`src/rtl/uart_ctrl_if.sv`:
```
// Register bus between a host (CPU or bridge) and uart_ctrl.
// Single-cycle strobes; read data comes back one cycle later with sw_rvalid.
interface uart_ctrl_if;
  logic        sw_read;
  logic        sw_write;
  logic [4:0]  sw_addr;
  logic [31:0] sw_wdata;
  logic [31:0] sw_rdata;
  logic        sw_rvalid;

  modport master (
    output sw_read, sw_write, sw_addr, sw_wdata,
    input  sw_rdata, sw_rvalid
  );

  modport slave (
    input  sw_read, sw_write, sw_addr, sw_wdata,
    output sw_rdata, sw_rvalid
  );
endinterface

```
`src/rtl/uart_ctrl.sv`:
```
// Register-mapped host controller for uart_core: configuration registers,
// TX/RX byte FIFOs, sticky error flags and a registered level interrupt.

module uart_ctrl_fifo #(
  parameter int DEPTH = 8,
  parameter int W     = 8
) (
  input  logic                   clk,
  input  logic                   rst_b,
  input  logic                   push,
  input  logic                   pop,
  input  logic                   flush,
  input  logic [W-1:0]           wdata,
  output logic [W-1:0]           head,
  output logic                   full,
  output logic                   empty,
  output logic [$clog2(DEPTH):0] count
);
  localparam int AW = $clog2(DEPTH);
  localparam int CW = AW + 1;

  logic [DEPTH-1:0][W-1:0] mem_q, mem_d;
  logic [AW-1:0]           wptr_q, wptr_d;
  logic [AW-1:0]           rptr_q, rptr_d;
  logic [CW-1:0]           cnt_q, cnt_d;
  logic                    push_ok, pop_ok;

  // Full/empty come from the registered count, so a push into a full
  // FIFO is refused even when a pop lands in the same cycle.
  assign full    = (cnt_q == CW'(DEPTH));
  assign empty   = (cnt_q == '0);
  assign head    = mem_q[rptr_q];
  assign count   = cnt_q;
  assign push_ok = push & ~full;
  assign pop_ok  = pop & ~empty;

  always_comb begin
    mem_d  = mem_q;
    wptr_d = wptr_q;
    rptr_d = rptr_q;
    cnt_d  = cnt_q;
    if (flush) begin
      wptr_d = '0;
      rptr_d = '0;
      cnt_d  = '0;
    end else begin
      if (push_ok) begin
        mem_d[wptr_q] = wdata;
        wptr_d        = wptr_q + AW'(1);
      end
      if (pop_ok) rptr_d = rptr_q + AW'(1);
      cnt_d = cnt_q + CW'(push_ok) - CW'(pop_ok);
    end
  end

  always_ff @(posedge clk or negedge rst_b) begin
    if (!rst_b) begin
      mem_q  <= '0;
      wptr_q <= '0;
      rptr_q <= '0;
      cnt_q  <= '0;
    end else begin
      mem_q  <= mem_d;
      wptr_q <= wptr_d;
      rptr_q <= rptr_d;
      cnt_q  <= cnt_d;
    end
  end
endmodule

module uart_ctrl #(
  parameter int          FIFO_DEPTH = 8,
  parameter logic [15:0] DIV_RST    = 16'd434
) (
  input  logic        clk,
  input  logic        rst_b,
  uart_ctrl_if.slave  bus,
  output logic        irq,
  output logic [15:0] cfg_div,
  output logic        cfg_txen,
  output logic        cfg_rxen,
  output logic        cfg_nstop,
  output logic        tx_valid,
  output logic [7:0]  tx_data,
  input  logic        tx_ready,
  input  logic        rx_valid,
  input  logic [7:0]  rx_data
);
  localparam int CW = $clog2(FIFO_DEPTH) + 1;

  localparam logic [2:0] A_CTRL   = 3'd0;
  localparam logic [2:0] A_DIV    = 3'd1;
  localparam logic [2:0] A_TXDATA = 3'd2;
  localparam logic [2:0] A_RXDATA = 3'd3;
  localparam logic [2:0] A_STATUS = 3'd4;
  localparam logic [2:0] A_IE     = 3'd5;

  logic        txen_q, txen_d, rxen_q, rxen_d, nstop_q, nstop_d;
  logic [15:0] div_q, div_d;
  logic [2:0]  ie_q, ie_d;
  logic        ovr_q, ovr_d, ovf_q, ovf_d;
  logic [31:0] rdata_q, rdata_d;
  logic        rvalid_q, rvalid_d;
  logic        irq_q, irq_d;

  logic [2:0]    addr;
  logic          wr_en, rd_en;
  logic          tx_push, tx_pop, tx_flush;
  logic          rx_pop, rx_flush;
  logic          tx_full, tx_empty, rx_full, rx_empty;
  logic [7:0]    tx_head, rx_head;
  logic [CW-1:0] tx_cnt, rx_cnt;
  logic [31:0]   rd_mux;
  logic          unused_bits;

  assign addr  = bus.sw_addr[4:2];
  assign wr_en = bus.sw_write;
  // A write wins over a same-cycle read; that read gets no response.
  assign rd_en = bus.sw_read & ~bus.sw_write;

  assign tx_push  = wr_en & (addr == A_TXDATA);
  assign tx_pop   = tx_valid & tx_ready;
  assign tx_flush = wr_en & (addr == A_CTRL) & bus.sw_wdata[3];
  assign rx_pop   = rd_en & (addr == A_RXDATA);
  assign rx_flush = wr_en & (addr == A_CTRL) & bus.sw_wdata[4];

  assign unused_bits = ^{bus.sw_addr[1:0], bus.sw_wdata[31:16]};

  uart_ctrl_fifo #(.DEPTH(FIFO_DEPTH), .W(8)) u_txf (
    .clk   (clk),
    .rst_b (rst_b),
    .push  (tx_push),
    .pop   (tx_pop),
    .flush (tx_flush),
    .wdata (bus.sw_wdata[7:0]),
    .head  (tx_head),
    .full  (tx_full),
    .empty (tx_empty),
    .count (tx_cnt)
  );

  uart_ctrl_fifo #(.DEPTH(FIFO_DEPTH), .W(8)) u_rxf (
    .clk   (clk),
    .rst_b (rst_b),
    .push  (rx_valid),
    .pop   (rx_pop),
    .flush (rx_flush),
    .wdata (rx_data),
    .head  (rx_head),
    .full  (rx_full),
    .empty (rx_empty),
    .count (rx_cnt)
  );

  assign tx_valid      = txen_q & ~tx_empty;
  assign tx_data       = tx_head;
  assign cfg_div       = div_q;
  assign cfg_txen      = txen_q;
  assign cfg_rxen      = rxen_q;
  assign cfg_nstop     = nstop_q;
  assign bus.sw_rdata  = rdata_q;
  assign bus.sw_rvalid = rvalid_q;
  assign irq           = irq_q;

  always_comb begin
    rd_mux = '0;
    case (addr)
      A_CTRL:   rd_mux = {29'd0, nstop_q, rxen_q, txen_q};
      A_DIV:    rd_mux = {16'd0, div_q};
      // Empty reads return 0 rather than the stale head byte.
      A_RXDATA: if (!rx_empty) rd_mux = {1'b1, 23'd0, rx_head};
      A_STATUS: rd_mux = {16'd0, 4'(rx_cnt), 4'(tx_cnt), 2'd0,
                          ovf_q, ovr_q, rx_empty, rx_full, tx_empty, tx_full};
      A_IE:     rd_mux = {29'd0, ie_q};
      default:  rd_mux = '0;
    endcase
  end

  always_comb begin
    txen_d  = txen_q;
    rxen_d  = rxen_q;
    nstop_d = nstop_q;
    div_d   = div_q;
    ie_d    = ie_q;
    ovr_d   = ovr_q;
    ovf_d   = ovf_q;
    if (wr_en) begin
      case (addr)
        A_CTRL:   {nstop_d, rxen_d, txen_d} = bus.sw_wdata[2:0];
        A_DIV:    div_d = bus.sw_wdata[15:0];
        A_STATUS: begin
          if (bus.sw_wdata[4]) ovr_d = 1'b0;
          if (bus.sw_wdata[5]) ovf_d = 1'b0;
        end
        A_IE:     ie_d = bus.sw_wdata[2:0];
        default:  ;
      endcase
    end
    // Set events are applied after W1C so a coincident set wins.
    if (rx_valid & rx_full) ovr_d = 1'b1;
    if (tx_push & tx_full)  ovf_d = 1'b1;
    rdata_d  = rd_en ? rd_mux : rdata_q;
    rvalid_d = rd_en;
    irq_d    = (ie_q[0] & ~rx_empty) | (ie_q[1] & tx_empty) |
               (ie_q[2] & (ovr_q | ovf_q));
  end

  always_ff @(posedge clk or negedge rst_b) begin
    if (!rst_b) begin
      txen_q   <= 1'b0;
      rxen_q   <= 1'b0;
      nstop_q  <= 1'b0;
      div_q    <= DIV_RST;
      ie_q     <= '0;
      ovr_q    <= 1'b0;
      ovf_q    <= 1'b0;
      rdata_q  <= '0;
      rvalid_q <= 1'b0;
      irq_q    <= 1'b0;
    end else begin
      txen_q   <= txen_d;
      rxen_q   <= rxen_d;
      nstop_q  <= nstop_d;
      div_q    <= div_d;
      ie_q     <= ie_d;
      ovr_q    <= ovr_d;
      ovf_q    <= ovf_d;
      rdata_q  <= rdata_d;
      rvalid_q <= rvalid_d;
      irq_q    <= irq_d;
    end
  end
endmodule
```
`src/flat_wrapper.sv`:
```
// flat-port wrapper written by rule: the top's interface ports become plain ports
module uart_ctrl_flat 
#(
  parameter int          FIFO_DEPTH = 8,
  parameter logic [15:0] DIV_RST    = 16'd434
)
  (clk, rst_b, irq, cfg_div, cfg_txen, cfg_rxen, cfg_nstop, tx_valid, tx_data, tx_ready, rx_valid, rx_data, bus_sw_read, bus_sw_write, bus_sw_addr, bus_sw_wdata, bus_sw_rdata, bus_sw_rvalid);
  uart_ctrl_if bus_i ();
  input  logic clk;
  input  logic rst_b;
  output logic irq;
  output logic [15:0] cfg_div;
  output logic cfg_txen;
  output logic cfg_rxen;
  output logic cfg_nstop;
  output logic tx_valid;
  output logic [7:0] tx_data;
  input  logic tx_ready;
  input  logic rx_valid;
  input  logic [7:0] rx_data;
  input wire logic [$bits(bus_i.sw_read)-1:0] bus_sw_read;
  input wire logic [$bits(bus_i.sw_write)-1:0] bus_sw_write;
  input wire logic [$bits(bus_i.sw_addr)-1:0] bus_sw_addr;
  input wire logic [$bits(bus_i.sw_wdata)-1:0] bus_sw_wdata;
  output wire logic [$bits(bus_i.sw_rdata)-1:0] bus_sw_rdata;
  output wire logic [$bits(bus_i.sw_rvalid)-1:0] bus_sw_rvalid;
  assign bus_i.sw_read = bus_sw_read;
  assign bus_i.sw_write = bus_sw_write;
  assign bus_i.sw_addr = bus_sw_addr;
  assign bus_i.sw_wdata = bus_sw_wdata;
  assign bus_sw_rdata = bus_i.sw_rdata;
  assign bus_sw_rvalid = bus_i.sw_rvalid;
  uart_ctrl #(.FIFO_DEPTH(FIFO_DEPTH), .DIV_RST(DIV_RST)) u_core (.clk(clk), .rst_b(rst_b), .bus(bus_i), .irq(irq), .cfg_div(cfg_div), .cfg_txen(cfg_txen), .cfg_rxen(cfg_rxen), .cfg_nstop(cfg_nstop), .tx_valid(tx_valid), .tx_data(tx_data), .tx_ready(tx_ready), .rx_valid(rx_valid), .rx_data(rx_data));
endmodule
```
`config.mk`:
```
export PLATFORM = sky130hd
export DESIGN_NAME = uart_ctrl_flat
export DESIGN_NICKNAME = d
export VERILOG_FILES = /design/src/rtl/uart_ctrl_if.sv /design/src/rtl/uart_ctrl.sv /design/src/flat_wrapper.sv
export SDC_FILE = /design/constraint.sdc
export NUM_CORES = 1
export LEC_CHECK = 0
export ABC_AREA = 1
export CAP_MARGIN = 15
export CORE_MARGIN = 2
export CORE_UTILIZATION = 40
export DETAILED_ROUTE_END_ITERATION = 7
export MAX_ROUTING_LAYER = met4
export PLACE_DENSITY_LB_ADDON = 0.25
export SLEW_MARGIN = 0
export SYNTH_ARGS = -nofsm -noshare
export SYNTH_HDL_FRONTEND = slang
export SYNTH_SLANG_ARGS = --single-unit
```
`constraint.sdc`:
```
create_clock -name clk -period 5.2 [get_ports clk]
set_input_delay 1.04 -clock clk [delete_from_list [all_inputs] [get_ports clk]]
set_output_delay 1.04 -clock clk [all_outputs]
set_load 0.01 [all_outputs]
```
======== Word-level counts from Yosys, hierarchy flattened ========
Cells that the tools add are included.
storage, ports and cells
  bits in registers ....................... 206
  bits in latches ......................... 0
  memory bits (writable) .................. 0
  memory bits (read-only) ................. 0
  logic and storage cells ................. 132
  memories ................................ 0
operators by class
  add/sub/neg operators ................... 8
  multiply operators ...................... 0
  divide/modulo/power cells ............... 0
  order comparisons ....................... 6
  equality and inequality tests ........... 7
  shifts and indexed selects .............. 0
  multiplexer cells ....................... 30
  bitwise gates (word level) .............. 27
  reductions and logical operators ........ 22
operator list
  cell                   number
  $pmux W32 S5           1
  $bwmux W64             2
  $bmux W8 S3            2
  $demux W8 S3           2
  $mux W32               1
  $mux W8                4
  $mux W3                8
  $reduce_bool A2 Y1     10
  $and A1 B1 Y1          17
  $lt A3 B4 Y1 const B   4
  $add A3 B1 Y3 const B  4
  $reduce_and A2 Y1      5
  $add A4 B1 Y4          2
  $eq A4 B4 Y1 const B   2
  $logic_not A4 Y1       2
  $mux W1                8
  $mux W4                2
  $sub A4 B1 Y4          2
  $not A1 Y1             7
  $eq A3 B2 Y1 const B   2
  $eq A3 B3 Y1 const B   2
  $ge A3 B1 Y1 const B   2
  $reduce_and A3 Y1      2
  $eq A3 B1 Y1 const B   1
  3 further kinds        6

======== Longest topological paths before layout ========
  word-level depth ........................ 7
  depth in mapped cells ................... 12
  mapped depth without buffers ............ 12

======== By module ========
From an unflattened synthesis, not the netlist that was laid out.
second synthesis, totals
  cell total of the unflattened synthesis .. 1,324
  area, all modules ....................... 10,321.1 µm²
by module, submodules not included
  module                         times used  cells each  area each (µm²)  seq. area each (µm²)
  uart_ctrl_fifo (u_core.u_txf)  1           521         4,091.4          1,851.8
  uart_ctrl_fifo (u_core.u_rxf)  1           521         4,086.4          1,851.8
  uart_ctrl                      1           282         2,143.3          1,082.3

======== Worst setup path before layout ========
No wires, ideal clock.
  path kind ............................... input to register
  from .................................... in bus_sw_write
  to ...................................... reg u_core.u_rxf.cnt_q[2], in the netlist u_core.u_rxf.count[2]
  setup time .............................. 0.114 ns
  arrival ................................. 2.562 ns
  required time ........................... 5.086 ns
  path slack .............................. 2.524 ns
  stages .................................. 10
  path buffers ............................ 0
  path through ............................ inv_2 nand2_1 nor2_1 ha_1 inv_1 ha_1 fa_1 xor2_1 nand2_1 inv_1
on the way
  cells in the longest elaborated chain, start to end .. 6
RTL lines
  what                             RTL line            RTL
  from (decl)                      flat_wrapper.sv:22  input wire logic [$bits(bus_i.sw_write)-1:0] bus_sw_write;
  $not A1 Y1                       uart_ctrl.sv:119    assign rd_en = bus.sw_read & ~bus.sw_write;
  $and A1 B1 Y1                    uart_ctrl.sv:119
  $and A1 B1 Y1                    uart_ctrl.sv:124    assign rx_pop = rd_en & (addr == A_RXDATA);
  $and A1 B1 Y1                    uart_ctrl.sv:35     assign pop_ok = pop & ~empty;
  $sub A4 B1 Y4                    uart_ctrl.sv:52     cnt_d = cnt_q + CW'(push_ok) - CW'(pop_ok);
  $mux W4 (*)                      uart_ctrl.sv:42     if (flush) begin
  named net u_core.u_rxf.cnt_d[2]  uart_ctrl.sv:25     logic [CW-1:0] cnt_q, cnt_d;
  to (signal assigned)             uart_ctrl.sv:66     cnt_q <= cnt_d;
  to (decl)                        uart_ctrl.sv:25
The timed path passes the listed nets; every way through them passes the cells marked *.
A chain may end at the register's enable or synchronous reset.

======== Worst setup path after layout ========
  from .................................... reg u_core.u_txf.rptr_q[1]
  to ...................................... out tx_data[5]
on the way
  cells in the longest elaborated chain, start to end .. 2
RTL lines
  what                           RTL line            RTL
  from (decl)                    uart_ctrl.sv:24     logic [AW-1:0] rptr_q, rptr_d;
  from (signal assigned)         uart_ctrl.sv:65     rptr_q <= rptr_d;
  $bmux W8 S3                    uart_ctrl.sv:32     assign head = mem_q[rptr_q];
  $mux W8 (not written as such)  uart_ctrl.sv:32
  to (decl)                      flat_wrapper.sv:17  output logic [7:0] tx_data;
No other way between the ends. The select of a mux whose other input is x is not followed.

==> qor.csv <==
metric,value,unit
portBuffers,79,
fp.dieW,157,um
post_cts_buffers,0,
core_area,22800,um^2
grt_pass1_wl,38.0,mm
cts_buffer_depth,2,
fin_skew,0.0138,ns
clkPwrFrac,0.234,
grt_util_all_layers,0.204,
postPlaceCellArea,10200,um^2
antenna_found_initial,0,
cp.required,4.16,ns
clk_pin_slew,0.07,ns
sw_frac_of_total,0.386,
start_kind,flop,
fmax,241,MHz
grt_pass1_vias,7235,
first_iter_violations,474,
dieArea,24600,um^2
h-tree-depth,4,
async_reset_ff_frac,1.00,
gp_congestion,0.824,
maxCapViolCount,0,
cts_root_buffer,clkbuf_16,
synth_edf_count,0,
io_pins,113,
worstPathArrival,3.10,ns
slew_headroom,0.389,
layout_commonest_cell,nand2_1,
power.density,541,nW/um^2
synthTopCellsByArea,"dfrtp_1, nand2_1, o21ai_0",
synth-seq-cells,191,
n_antenna_cell,0,
hold_class,flop to flop,
drv_slew,0,
fin_crit,4.14,ns
hold_viol,0,
status,finished clean,
vias,7474,
min_from,u_core.u_txf.mem_q[8],
startpoint,u_core.u_txf.rptr_q[1],
synth_top_area_share,0.497,
cts_tree,yes,
start_util,0.411,
grt-ovfl-total,0,
vias_per_cell,4.86,
dpl.hpwl,14.6,mm
dr.pass1.iters,6,
crit_fanout,18,
setup_violations,0,
crit_type,flop to output pin,
grt_start_max_net_pins,110,
power_frac_seq,0.411,
synth-warning-count,0,
area_growth,16.2,%
whs,0.482,ns
p_int,3610,uW
p_total,5880,uW
rows,55,
synth.avg_cell_area,8.09,um^2
finalSetupTns,0,ns
cts_resized,0,
n_fill_cell,2263,
timing.final.crit_share,0.797,
wl,23.0,mm
reg2reg_from,u_core.u_rxf.rptr_q[1],
cts_inserted_buffers,17,
syn-cell-area,9360,um^2
drc,0,
hold_buffers,0,
synth_top_area_cell,dfrtp_1,
yosys_most_used_dff,dfrtp_1,
layout.cells.most_common_list,"nand2_1, dfrtp_1, o21ai_0",
combPwrFrac,0.355,
routedWlPerCell,15.0,um
p_leak,0.00552,uW
netlist-cell-type-count,31,
rsz0062_at_grt,false,
tightest_slew,0.914,ns
clock_latency,0.44,ns
syn_inst,1157,
cts_sinks,191,
die_y,157,um
design_area,10900,um^2
cp-end-kind,output pin,
vdd_drop_max,0.250,mV
p_switching,2270,uW
fin_nets,1282,
final_layout_size_suffix_gt1_frac,0.0604,
postRouteAntennaNets,0,
yosysSeqAreaShare,0.512,
[per-stage QoR]
stage	setup WS, ns	utilization	std cells
2_1_floorplan	2.52	-	1171
3_3_place_gp	1.46	0.450	1507
3_5_place_dp	1.48	0.450	1507
4_1_cts	0.985	0.478	1539
5_1_grt	0.860	0.478	1539
6_report	1.06	0.478	1539
[logic make-up after synthesis]
kind of cell	Yosys count	synth area share
AND/OR/NAND/NOR	524	0.238
XOR/XNOR	2	0.00187
buffers and inverters	186	0.0929
flip-flops	191	0.512
other	1	0.000401
adder cells (fa/ha/maj)	18	0.0257
AO/OA/AOI/OAI	234	0.129
multiplexers	1	0.00120
[state kept, by name, summed over array words and instances (netlist names), 4 cells and up]
register,cells
u_core.bus.sw_rdata,17
u_core.u_txf.mem_q,64
u_core.u_rxf.count,4
u_core.u_txf.count,4
u_core.u_rxf.mem_q,64
u_core.cfg_div,16
[final cells by class]
cell class              instances  area [um^2]  area share
multi-input cells             794         3750       0.345
well taps                     313          392      0.0360
clock inverters                14          189      0.0174
clock buffers                  18          439      0.0404
inverters                     124          465      0.0428
repair buffers                 85          852      0.0783
flip-flops and latches        191         4790       0.440
[Yosys cell counts (3+ instances only)]
cell type and count:
o22ai_1 7, a31oi_1 8, o21ai_1 17, nand3_1 61
dfstp_2 5, o21ai_0 173, clkbuf_1 27, buf_2 5
buf_6 13, a21oi_1 25, inv_1 114, nand2_4 17
dfrtp_1 186, nand2_1 365, ha_1 16, clkinv_1 7
buf_4 15, nor2_1 74, inv_2 3
[per-layer routing]
metal  track usage  vias up  routed length (um)
li1              -     3750                   -
met1         0.277     3509               11100
met2         0.317      183               10400
met3        0.0328       32                1020
met4        0.0607        0                 470
met5             -        -                   0
[power groups by stage]
stage,logic (uW),clock network [uW],registers (uW)
floorplan,1500,0,2340
global placement,2060,0,2420
detailed placement,2100,0,2430
CTS,2110,1410,2410
global route,2430,1460,2490
finish,2080,1380,2420
[path summary, 6_finish.rpt]
path                                          endpoint  slack (ns)  cells past startpoint
worst max-delay path                        tx_data[5]        1.06                      5
worst min-delay path             u_core.u_txf.mem_q[8]        0.48                      2
worst max register to register  u_core.bus.sw_rdata[6]        2.64                      7
worst min register to register   u_core.u_txf.mem_q[8]        0.48                      2
max in group asynchronous        u_core.u_txf.count[1]        3.54                      2
min in group asynchronous       u_core.u_rxf.mem_q[46]        0.61                      1
[critical path, cell delays in order (launching register included)]
cell and delay, ns:
dfrtp_1 0.75, clkinv_1 0.70, nor2_1 0.24, o21ai_0 0.10, a31oi_1 0.28, clkdlybuf4s50_1 0.60
No activity file was read; power rests on OpenSTA's default activity.
